File: src/rtl/load_store_unit.sv
// Load/store unit: turns RV32I byte/half/word requests into word accesses on a data memory,
// with read-modify-write for SB/SH. Define LSU_PERF_CNT_EN to add ld/st/err counters.

module load_store_unit #(
  parameter int ADDR_W = 32,
  parameter int DATA_W = 32
) (
  input  logic              clk,
  input  logic              rst_n,
  input  logic              req_valid,
  output logic              req_ready,
  input  logic              req_we,
  input  logic [2:0]        req_funct3,
  input  logic [ADDR_W-1:0] req_addr,
  input  logic [DATA_W-1:0] req_wdata,
  output logic              resp_valid,
  output logic [DATA_W-1:0] resp_rdata,
  output logic              resp_err,
  output logic              MemRead,
  output logic              MemWrite,
  output logic [ADDR_W-1:0] mem_address,
  output logic [DATA_W-1:0] mem_write_data,
  input  logic [DATA_W-1:0] mem_read_data
`ifdef LSU_PERF_CNT_EN
  ,
  output logic [31:0]       ld_count,
  output logic [31:0]       st_count,
  output logic [15:0]       err_count
`endif
);

  typedef enum logic [1:0] {
    IDLE = 2'd0,
    RD   = 2'd1,
    WR   = 2'd2,
    RESP = 2'd3
  } state_t;

  localparam logic [2:0] F3_B  = 3'b000;
  localparam logic [2:0] F3_H  = 3'b001;
  localparam logic [2:0] F3_W  = 3'b010;
  localparam logic [2:0] F3_BU = 3'b100;
  localparam logic [2:0] F3_HU = 3'b101;

  // Misalignment, reserved funct3 and unsigned-store encodings are all rejected.
  function automatic logic is_illegal(input logic [2:0] f3, input logic we, input logic [1:0] lane);
    logic bad;
    case (f3)
      F3_B:    bad = 1'b0;
      F3_H:    bad = lane[0];
      F3_W:    bad = (lane != 2'b00);
      F3_BU:   bad = we;
      F3_HU:   bad = we | lane[0];
      default: bad = 1'b1;
    endcase
    return bad;
  endfunction

  function automatic logic [31:0] load_extract(input logic [2:0] f3, input logic [1:0] lane,
                                               input logic [31:0] word);
    logic [31:0] shifted;
    logic [15:0] half;
    logic [31:0] res;
    shifted = word >> {lane, 3'b000};
    half    = lane[1] ? word[31:16] : word[15:0];
    case (f3)
      F3_B:    res = {{24{shifted[7]}}, shifted[7:0]};
      F3_H:    res = {{16{half[15]}}, half};
      F3_W:    res = word;
      F3_BU:   res = {24'h00_0000, shifted[7:0]};
      F3_HU:   res = {16'h0000, half};
      default: res = 32'h0000_0000;
    endcase
    return res;
  endfunction

  function automatic logic [31:0] store_merge(input logic [2:0] f3, input logic [1:0] lane,
                                              input logic [31:0] old, input logic [31:0] wdata);
    logic [31:0] res;
    res = old;
    case (f3)
      F3_B: begin
        case (lane)
          2'd0:    res[7:0]   = wdata[7:0];
          2'd1:    res[15:8]  = wdata[7:0];
          2'd2:    res[23:16] = wdata[7:0];
          default: res[31:24] = wdata[7:0];
        endcase
      end
      F3_H: begin
        if (lane[1]) begin
          res[31:16] = wdata[15:0];
        end else begin
          res[15:0] = wdata[15:0];
        end
      end
      F3_W:    res = wdata;
      default: res = old;
    endcase
    return res;
  endfunction

  state_t              state_r, state_n_s;
  logic                we_r;
  logic [2:0]          funct3_r;
  logic [ADDR_W-1:0]   addr_r;
  logic [DATA_W-1:0]   wdata_r;
  logic                accept_s;

  logic                req_ready_r, req_ready_n_s;
  logic                resp_valid_r, resp_valid_n_s;
  logic [DATA_W-1:0]   resp_rdata_r, resp_rdata_n_s;
  logic                resp_err_r, resp_err_n_s;
  logic                mem_read_r, mem_read_n_s;
  logic                mem_write_r, mem_write_n_s;
  logic [ADDR_W-1:0]   mem_addr_r, mem_addr_n_s;
  logic [DATA_W-1:0]   mem_wdata_r, mem_wdata_n_s;

  // Next state plus next value of every registered output; memory-side signals default to 0.
  always_comb begin
    state_n_s      = state_r;
    accept_s       = 1'b0;
    resp_valid_n_s = 1'b0;
    resp_rdata_n_s = resp_rdata_r;
    resp_err_n_s   = resp_err_r;
    mem_read_n_s   = 1'b0;
    mem_write_n_s  = 1'b0;
    mem_addr_n_s   = '0;
    mem_wdata_n_s  = '0;
    case (state_r)
      IDLE: begin
        if (req_valid && req_ready_r) begin
          accept_s = 1'b1;
          if (is_illegal(req_funct3, req_we, req_addr[1:0])) begin
            state_n_s      = RESP;
            resp_valid_n_s = 1'b1;
            resp_rdata_n_s = '0;
            resp_err_n_s   = 1'b1;
          end else if (!req_we || (req_funct3 != F3_W)) begin
            state_n_s    = RD;
            mem_read_n_s = 1'b1;
            mem_addr_n_s = {req_addr[ADDR_W-1:2], 2'b00};
          end else begin
            state_n_s     = WR;
            mem_write_n_s = 1'b1;
            mem_addr_n_s  = {req_addr[ADDR_W-1:2], 2'b00};
            mem_wdata_n_s = req_wdata;
          end
        end else begin
          state_n_s = IDLE;
        end
      end
      // mem_read_data is sampled at the edge closing the RD cycle.
      RD: begin
        if (!we_r) begin
          state_n_s      = RESP;
          resp_valid_n_s = 1'b1;
          resp_rdata_n_s = load_extract(funct3_r, addr_r[1:0], mem_read_data);
          resp_err_n_s   = 1'b0;
        end else begin
          state_n_s     = WR;
          mem_write_n_s = 1'b1;
          mem_addr_n_s  = {addr_r[ADDR_W-1:2], 2'b00};
          mem_wdata_n_s = store_merge(funct3_r, addr_r[1:0], mem_read_data, wdata_r);
        end
      end
      WR: begin
        state_n_s      = RESP;
        resp_valid_n_s = 1'b1;
        resp_rdata_n_s = '0;
        resp_err_n_s   = 1'b0;
      end
      RESP:    state_n_s = IDLE;
      default: state_n_s = IDLE;
    endcase
    req_ready_n_s = (state_n_s == IDLE);
  end

  // State, latched request and registered outputs.
  always_ff @(posedge clk) begin
    if (!rst_n) begin
      state_r      <= IDLE;
      we_r         <= 1'b0;
      funct3_r     <= 3'b000;
      addr_r       <= '0;
      wdata_r      <= '0;
      req_ready_r  <= 1'b1;
      resp_valid_r <= 1'b0;
      resp_rdata_r <= '0;
      resp_err_r   <= 1'b0;
      mem_read_r   <= 1'b0;
      mem_write_r  <= 1'b0;
      mem_addr_r   <= '0;
      mem_wdata_r  <= '0;
    end else begin
      state_r      <= state_n_s;
      if (accept_s) begin
        we_r     <= req_we;
        funct3_r <= req_funct3;
        addr_r   <= req_addr;
        wdata_r  <= req_wdata;
      end
      req_ready_r  <= req_ready_n_s;
      resp_valid_r <= resp_valid_n_s;
      resp_rdata_r <= resp_rdata_n_s;
      resp_err_r   <= resp_err_n_s;
      mem_read_r   <= mem_read_n_s;
      mem_write_r  <= mem_write_n_s;
      mem_addr_r   <= mem_addr_n_s;
      mem_wdata_r  <= mem_wdata_n_s;
    end
  end

  assign req_ready      = req_ready_r;
  assign resp_valid     = resp_valid_r;
  assign resp_rdata     = resp_rdata_r;
  assign resp_err       = resp_err_r;
  assign MemRead        = mem_read_r;
  assign MemWrite       = mem_write_r;
  assign mem_address    = mem_addr_r;
  assign mem_write_data = mem_wdata_r;

`ifdef LSU_PERF_CNT_EN
  logic [31:0] ld_count_r;
  logic [31:0] st_count_r;
  logic [15:0] err_count_r;

  // Each completed transaction is classified during its RESP cycle; counters wrap naturally.
  always_ff @(posedge clk) begin
    if (!rst_n) begin
      ld_count_r  <= 32'd0;
      st_count_r  <= 32'd0;
      err_count_r <= 16'd0;
    end else if (state_r == RESP) begin
      if (resp_err_r) begin
        err_count_r <= err_count_r + 16'd1;
      end else if (we_r) begin
        st_count_r <= st_count_r + 32'd1;
      end else begin
        ld_count_r <= ld_count_r + 32'd1;
      end
    end
  end

  assign ld_count  = ld_count_r;
  assign st_count  = st_count_r;
  assign err_count = err_count_r;
`endif

endmodule

File: config.mk
export PLATFORM = sky130hd
export DESIGN_NAME = load_store_unit
export DESIGN_NICKNAME = d
export VERILOG_FILES = /design/src/rtl/load_store_unit.sv
export SDC_FILE = /design/constraint.sdc
export NUM_CORES = 1
export LEC_CHECK = 0
export CAP_MARGIN = 20
export CORE_MARGIN = 2
export CORE_UTILIZATION = 48
export CTS_CLUSTER_DIAMETER = 40
export DETAILED_ROUTE_END_ITERATION = 8
export GPL_TIMING_DRIVEN = 0
export PLACE_DENSITY = 0.85
export SLEW_MARGIN = 0
export SYNTH_ARGS = -nofsm -noshare
export SYNTH_HDL_FRONTEND = slang
export SYNTH_SLANG_ARGS = --single-unit
export TNS_END_PERCENT = 20
File: constraint.sdc
create_clock -name clk -period 1.95 [get_ports clk]
set_clock_uncertainty 0.05 [all_clocks]
set_input_delay 0.39 -clock clk [delete_from_list [all_inputs] [get_ports clk]]
set_output_delay 0.39 -clock clk [all_outputs]
set_load 0.05 [all_outputs]
* Yosys cells after proc, flatten, opt, wreduce, memory -nomap -nowiden
Index checks and enable logic that the tools add are counted.
Word-level totals: register bits after elaboration 171, output and inout port bits 101
Cells by class: muxes and demuxes 46, shift operators 1, bitwise operators 4, eq/ne operators 17, reduce and logical (&&, ||, !) cells 13
Operator list (number):
- $mux 32 | 10
- $pmux 32 s3 | 2
- $pmux 32 s5 | 1
- $pmux 32 s2 | 2
- $mux 16 | 3
- $mux 8 | 4
- $shr 32x5->8 | 1
- $mux 1 | 16
- $eq 3x3->1 const B | 4
- $pmux 2 s4 | 1
- $eq 2x2->1 const B | 3
- $eq 3x1->1 const B | 2
- $eq 3x2->1 const B | 2
- $logic_not 2->1 | 3
- $logic_not 3->1 | 2
- $mux 2 | 3
- $ne 2x2->1 const B | 3
- $pmux 1 s3 | 2
- $pmux 1 s5 | 1
- $eq 2x1->1 const B | 2
- $reduce_and 4->1 | 1
- $reduce_or 4->1 | 1
- $ne 3x2->1 const B | 1
- $not 1->1 | 3
- other kinds (8) | 8

* Depth between registers and ports, before layout
Gate-level depths: netlist (run 1).
word-level depth 8, mapped depth 9, depth with buffers taken out 7

* Worst setup path before layout (run 1)
Ideal clock, no wire load.
path type flip-flop to flip-flop, start point register req_ready_r, in the netlist req_ready, end point register resp_rdata_r[18], in the netlist resp_rdata[18], slack 31 ps, stages on the path, launching flop included 8, period minus slack after synthesis 1919 ps, data required time 1780 ps, path buffers 2, data arrival time 1749 ps, cell sequence dfxtp_1 -> nand3b_1 -> o32a_1 -> nor2_1 -> nor2b_1 -> clkbuf_2 -> buf_4 -> o2bb2ai_1
Between the ends: cells in the longest elaborated chain, start to end 3
Ends and longest elaborated chain:
- start, declared | line 110 | logic req_ready_r, req_ready_n_s;
- start signal, assigned | line 203 | req_ready_r <= req_ready_n_s;
- $logic_and 1x1->1 | line 132 | if (req_valid && req_ready_r) begin
- $ne 2x2->1 (no source line)
- $reduce_and 4->1 (no source line)
- end signal, assigned | line 205 | resp_rdata_r <= resp_rdata_n_s;
- end, declared | line 112 | logic [DATA_W-1:0] resp_rdata_r, resp_rdata_n_s;
No other way between the ends. A chain may end at the register's enable or synchronous reset.

* Final worst setup path (run 1)
start point register addr_r[1], end point register mem_wdata_r[23], in the netlist mem_write_data[23]
Between the ends: cells in the longest elaborated chain, start to end 5, elaborated cells between the ends (all ways) 6, those cells by class eq/ne (1); mux (5)
Ends and longest elaborated chain:
- start, declared | line 106 | logic [ADDR_W-1:0] addr_r;
- start signal, assigned | line 200 | addr_r <= req_addr;
- $eq 2x2->1 | line 83 | case (lane)
- $mux 8 | line 83
- $pmux 32 s3 * | line 81 | case (f3)
- $mux 32 * | line 155 | if (!we_r) begin
- $pmux 32 s2 * | line 130 | case (state_r)
- end signal, assigned | line 210 | mem_wdata_r <= mem_wdata_n_s;
- end, declared | line 117 | logic [DATA_W-1:0] mem_wdata_r, mem_wdata_n_s;
Every way passes the cells marked *; elsewhere a longest branch is shown, timed or not.

==> impl_results.md, run 1 <==
* CP Launch Type: flip-flop
* Synthesis-stage register bit count at 169
* Remaining DRCs at 0
* Static Leak at 4.13 nW
* Global-route wire length before repair at 39,000 µm
* Clk sinks at 169
* Design area at 0.0103 mm²
* Grt ovf at 0
* Worst setup path class: flip-flop to flip-flop
* Cts hold-fix bufs at 0
* Maximum number of pins on one net before global-route repair at 17
* Place WS at -0.721 ns
* RePlAce Congestion at 1.02
* Initial core utilization at 48.7%
* Ant diodes at 0
* DR vias at 7,577
* Fillers at 1,253
* Worst reg-to-reg setup slack at 0.04 ns
* Max IR drop VDD at 0.688 mV
* Area growth syn-to-layout at 39.9%
* CP max stage cell: a222oi_1
* Total GRT Usage at 30.8%
* Post-synth top area share at 46.0%
* Syn Area/Cell at 9.00 µm²
* Overall Power at 10.8 mW
* Total of max-cap violations at 0
* Final setup violation count at 0
* Synth Cell Area at 0.00735 mm²
* Worst slew pin tran at 0.568 ns
* Max Freq at 0.523 GHz
* Ys flop type: dfxtp_1
* Status: complete, no violations
* Fin crit share at 98.1%
* CP startpoint: addr_r[1]$_SDFFE_PN0P_
* Critical R2R Launch: addr_r[1]$_SDFFE_PN0P_
* DRT Pass-1 Iters at 8
* Drt first-iter violations at 1,086
* Worst Hold Class: input pin to flip-flop
* Reg clk slew, reported paths at 0.06 ns
* Cells along the critical path: buf_6 > inv_1 > o21ai_1 > nand2_2 > a222oi_1 > o2bb2ai_1
* Cell taking the most area after synthesis: dfxtp_1
* Final hold vios at 0
* Core box area at 0.0151 mm²
* IO Port Bufs at 201
* Skew-Pair Late Insertion Delay at 0.44 ns
* Layout cells sized above 1 at 13.1%
* FF-to-FF path depth at 6
* Row cnt at 45
* Nature of the critical path endpoint: flip-flop
* Minimum clock period at 1.91 ns
* DP Wirelength at 18,400 µm
* Longest Clk Path Bufs at 2
* Cell variety after synth at 61
* Dpl cell area at 0.00960 mm²
* FFs w/ async S/R, synth at 0%
* Worst endpoint required time at 2.20 ns
* CP endpoint: mem_write_data[23]$_SDFF_PN0_
* CTS tree: done
* Vias per cell at 6.10
* WL/cell at 20.5 µm
* Crit-path max FO at 10
* Worst setup margin at 0.0363 ns
* Synth area leaders: dfxtp_1 (46%), a21boi_0 (7.8%), nand2_1 (7.6%)
* Number of synthesized flops with an enable pin at 0
* Worst slew margin at 62.3%
* Worst EP arrival at 2.17 ns
* Initial antenna violation count at 0
* P per Cell Area at 1050 mW/mm²
* RSZ-0062 raised after global routing: yes
* Max Transition Viols Final at 0
* Htree depth at 4
* Antenna-violating nets left at 0
* Post-Synthesis Cells at 817
* Multi-input logic area at 0.00370 mm²
* Reg area at 0.00339 mm²
* Reg2reg end: mem_write_data[23]$_SDFF_PN0_
* CP max stage delay at 0.52 ns
* CTS root buf: clkbuf_16
* Die span in y at 128 µm
* Routed WL at 25,500 µm
* Ports at 204
* Synth Warn # at 0
* Seq/Total Area, Yosys at 46.0%
* Die Wd at 128 µm
* CTS Buf Count at 17
* Full die area at 0.0163 mm²
* Vias in the first global route at 7,131
* NumNets Final at 1,150
## critical path: cells and delay by family (launching register included)
| family | cells | cell delay, ns |
|---|---|---|
| compound gates | 3 | 0.84 |
| flops | 1 | 0.44 |
| buf+inv | 2 | 0.29 |
| simple gates | 1 | 0.16 |
## sequential cells by signal, summed over array words and instances, names as in the netlist
name,flops
mem_write_data,32
addr_r,32
resp_valid,1
wdata_r,32
req_ready,1
MemWrite,1
resp_rdata,32
funct3_r,3
state_r,2
resp_err,1
mem_address,30
MemRead,1
we_r,1
## how the worst min path moves through the flow
stage / start / end / slack [ns] / depth (start not counted)
after floorplan: wdata_r[16]$_SDFFE_PN0P_ / wdata_r[16]$_SDFFE_PN0P_ / 0.39 / 2
after global placement: resp_rdata[15]$_SDFFE_PN0P_ / resp_rdata[15]$_SDFFE_PN0P_ / 0.40 / 1
after detailed placement: resp_rdata[10]$_SDFFE_PN0P_ / resp_rdata[10]$_SDFFE_PN0P_ / 0.40 / 1
after CTS: req_funct3[2] / funct3_r[2]$_SDFFE_PN0P_ / 0.40 / 3
after global routing: req_funct3[1] / funct3_r[1]$_SDFFE_PN0P_ / 0.36 / 3
final: req_funct3[1] / funct3_r[1]$_SDFFE_PN0P_ / 0.34 / 3
## timing repair
item | in CTS | in global routing
endpoints found under the hold margin | 0 | 0
gates resized for setup | 134 | 51
pin swaps | 3 | 5
buffers inserted | 0 | 6
endpoints found under the setup margin | 248 | 119
## placed cells by master, fill, tap and decap left out, types with 4 or more instances in the layout
cell	synthesis	layout
o21ai_0	5	4
buf_6	3	8
buf_2	18	14
nand3_1	36	36
inv_6	0	4
a222oi_1	9	9
a21boi_0	76	76
clkbuf_16	0	17
inv_1	5	5
nand2_1	148	147
a21oi_1	38	38
a221oi_1	9	8
nor2_1	42	38
o2bb2ai_2	10	11
o221ai_1	6	6
a32oi_1	30	28
dfxtp_1	169	166
nor2b_1	5	5
a2bb2oi_1	7	7
a22oi_1	15	15
a22o_1	7	7
clkdlybuf4s50_1	0	97
clkbuf_2	1	22
clkbuf_1	43	19
o2bb2ai_1	31	30
nor2_2	2	5
buf_4	5	12
a211oi_1	8	8
o22ai_1	11	11
dlygate4sd2_1	0	103
a31oi_1	23	23
## synthesized netlist by cell type (all sizes together), types with 5 or more instances
| master | n |
|---|---|
| a211oi | 8 |
| a21boi | 76 |
| a21oi | 39 |
| a221oi | 10 |
| a222oi | 9 |
| a22o | 7 |
| a22oi | 15 |
| a2bb2oi | 7 |
| a31oi | 23 |
| a32oi | 30 |
| buf | 32 |
| clkbuf | 44 |
| dfxtp | 169 |
| ha | 5 |
| inv | 6 |
| nand2 | 148 |
| nand3 | 37 |
| nor2 | 44 |
| nor2b | 5 |
| o21ai | 8 |
| o221ai | 6 |
| o22ai | 11 |
| o2bb2ai | 41 |
## layout make-up
class                   instances  share of cell area [%]
inverters                       6                   0.219
repair buffers                207                    18.8
multi-input cells             567                    36.0
clock buffers                  17                    4.14
flip-flops and latches        169                    32.9
plain buffers                  74                    4.05
well taps                     188                    2.29
clock inverters                15                    1.61
## power breakdown
part           switching [mW]  internal, mW
registers               0.247          3.78
clock network            1.50          1.91
logic                    2.19          1.15
total                    3.94          6.84
## metal layers
metal	routed length, µm	vias to the layer above	track usage, %	share of wire (%)
li1	-	3471	-	-
met1	10100	3508	39.7	40
met2	11300	496	48.6	44
met3	2910	102	8.18	11
met4	1130	0	14.3	4.4
met5	0	-	0	0
## cell families (layout without fill, tap and decap cells)
family	Yosys count	in the layout	share of synthesized area [%]
other	1	2	0.0510
and+or+nand+nor	256	256	15.4
adders and majority gates	5	5	0.851
buffers and inverters	82	319	5.07
muxes	2	2	0.340
AOI/OAI and AO/OA	302	302	32.3
DFF	169	169	46.0
## stage by stage
step	hold slack, ns	instances	utilization (%)	TNS, ns
floorplan	0.393	818	-	0
global placement	0.397	1207	63.6	-68.79
detailed placement	0.400	1207	63.6	-72.60
CTS	0.399	1237	67.2	-0.509
global route	0.355	1243	68.2	-0.163
finish	0.336	1243	68.2	0
Note: power is estimated with default switching activity, not from simulation.
==> run 2, diff against run 1 <==
--- a/config.mk
+++ b/config.mk
@@ -7,11 +7,12 @@
 export LEC_CHECK = 0
 export CAP_MARGIN = 20
 export CORE_MARGIN = 2
-export CORE_UTILIZATION = 48
+export CORE_UTILIZATION = 50
+export CTS_BUF_LIST = sky130_fd_sc_hd__clkbuf_8
 export CTS_CLUSTER_DIAMETER = 40
 export DETAILED_ROUTE_END_ITERATION = 8
 export GPL_TIMING_DRIVEN = 0
-export PLACE_DENSITY = 0.85
+export PLACE_DENSITY = 0.88
 export SLEW_MARGIN = 0
 export SYNTH_ARGS = -nofsm -noshare
 export SYNTH_HDL_FRONTEND = slang
==> impl_results.md, run 2 (synthesis results as in run 1) <==
* Status: finished, violations left
* Failing checks: design-rule violations, negative setup slack
* Worst setup path class: input pin to flip-flop
* Total of max-cap violations at 0
* Overall Power at 9.87 mW
* CP Launch Type: input pin
* Htree depth at 4
* RSZ-0062 raised after global routing: yes
* WL/cell at 20.2 µm
* Layout cells sized above 1 at 12.5%
* Worst slew pin tran at 0.630 ns
* Critical R2R Launch: funct3_r[0]$_SDFFE_PN0P_
* Die Wd at 125 µm
* Full die area at 0.0157 mm²
* Minimum clock period at 1.98 ns
* Crit-path max FO at 10
* Remaining DRCs at 1
* IO Port Bufs at 201
* CTS root buf: clkbuf_8
* Final setup violation count at 3
* Die span in y at 125 µm
* Fin crit share at 101%
* FF-to-FF path depth at 7
* DR vias at 7,573
* Pint at 6.19 mW
* CP endpoint: resp_rdata[25]$_SDFFE_PN0P_
* Area growth syn-to-layout at 37.3%
* Final hold vios at 0
* Worst Hold Class: input pin to flip-flop
* DP Wirelength at 18,200 µm
* Global-route wire length before repair at 38,300 µm
* Initial core utilization at 51.0%
* Ports at 204
* Most frequent cells in the layout: dfxtp_1 (166), nand2_1 (147), dlygate4sd2_1 (102), clkdlybuf4s50_1 (96), a21boi_0 (76)
* Static Leak at 4.06 nW
* Total GRT Usage at 30.6%
* Initial antenna violation count at 0
* Worst reg-to-reg setup slack at -0.01 ns
* Hold_ws at 0.276 ns
* Worst EP arrival at 2.32 ns
* Reg clk slew, reported paths at 0.09 ns
* Reg power frac at 40.7%
* P per Cell Area at 978 mW/mm²
* Worst endpoint required time at 2.30 ns
* Antenna-violating nets left at 0
* Core box area at 0.0144 mm²
* Fin Setup TNS at -0.0402 ns
* CTS tree: done
* Longest Clk Path Bufs at 2
* CTS Buf Count at 17
* Maximum number of pins on one net before global-route repair at 17
* Routed WL at 25,000 µm
* Vias in the first global route at 7,034
* Most common cell after layout, fill and taps aside: dfxtp_1
* Skew-Pair Late Insertion Delay at 0.46 ns
* Net Switching at 3.68 mW
* Vias per cell at 6.12
* Row cnt at 44
* DRT Pass-1 Iters at 9
* Drt first-iter violations at 1,032
* NumNets Final at 1,150
* Comb power frac at 33.5%
* Nature of the critical path endpoint: flip-flop
* Post-layout util at 70.0%
* Reg2reg end: resp_rdata[25]$_SDFFE_PN0P_
* Grt ovf at 0
* Max IR drop VDD at 0.745 mV
* Max Freq at 0.506 GHz
* Fillers at 1,157
* Worst setup margin at -0.0259 ns
* CP startpoint: mem_read_data[31]
* Sw Ratio at 37.3%
* Worst slew margin at 58.0%
* Max Transition Viols Final at 0
* Clk sinks at 169
* Ant diodes at 0
* RePlAce Congestion at 0.963
* Clock network power share at 25.8%
-- run 2: power groups by stage --
stage / registers (mW) / clock network (mW) / logic [mW]
6_report: 4.02 / 2.55 / 3.31
5_1_grt: 4.04 / 2.69 / 3.53
4_1_cts: 4.00 / 2.56 / 3.15
3_5_place_dp: 4.08 / 0 / 3.11
3_3_place_gp: 4.07 / 0 / 3.06
2_1_floorplan: 4.36 / 0 / 1.72
-- run 2: stage by stage --
step	cell area (µm²)	setup WS [ns]	instances
2_1_floorplan	7360	0.0309	818
3_3_place_gp	9600	-0.720	1203
3_5_place_dp	9600	-0.749	1203
4_1_cts	9970	-0.0286	1233
5_1_grt	10100	-0.104	1238
6_report	10100	-0.0259	1238
-- run 2: cell type report --
class                           instances  area [µm²]  share of cell area, %
Buffer                                 75         413                   4.09
Tap cell                              184         230                   2.28
Clock buffer                           18         248                   2.45
Timing Repair Buffer                  206        1940                   19.2
Inverter                                6        22.5                  0.223
Multi-Input combinational cell        567        3700                   36.6
Clock inverter                         13         156                   1.55
Sequential cell                       169        3390                   33.5
-- run 2: timing repair --
action | in CTS | in global routing
hold buffers | 0 | 0
resized for setup | 138 | 43
endpoints found under the setup margin | 245 | 119
gates cloned | 0 | 0
pin swaps | 3 | 5
buffers inserted | 0 | 5
-- run 2: critical path, stage by stage --
cell and delay [ns]:
clkdlybuf4s50_1 0.58, mux2_4 0.22, nor2_1 0.07, a2111oi_4 0.58
buf_6 0.23, a21oi_1 0.08, o2bb2ai_2 0.17
-- run 2: how the worst min path moves through the flow --
stage	start	to	slack [ns]	depth (start not counted)
final	req_addr[1]	addr_r[1]$_SDFFE_PN0P_	0.28	3
after CTS	req_addr[0]	addr_r[0]$_SDFFE_PN0P_	0.36	3
after global routing	req_funct3[2]	funct3_r[2]$_SDFFE_PN0P_	0.29	3
after detailed placement	resp_rdata[7]$_SDFFE_PN0P_	resp_rdata[7]$_SDFFE_PN0P_	0.40	1
after global placement	resp_rdata[11]$_SDFFE_PN0P_	resp_rdata[11]$_SDFFE_PN0P_	0.40	1
after floorplan	wdata_r[16]$_SDFFE_PN0P_	wdata_r[16]$_SDFFE_PN0P_	0.39	2
-- run 2: per-layer routing --
layer | global-route usage [%] | up-vias | wire length, µm
li1 | - | 3473 | -
met1 | 39.4 | 3501 | 9940
met2 | 48.5 | 506 | 11400
met3 | 9.03 | 93 | 2840
met4 | 12.4 | 0 | 829
met5 | 0 | - | 0
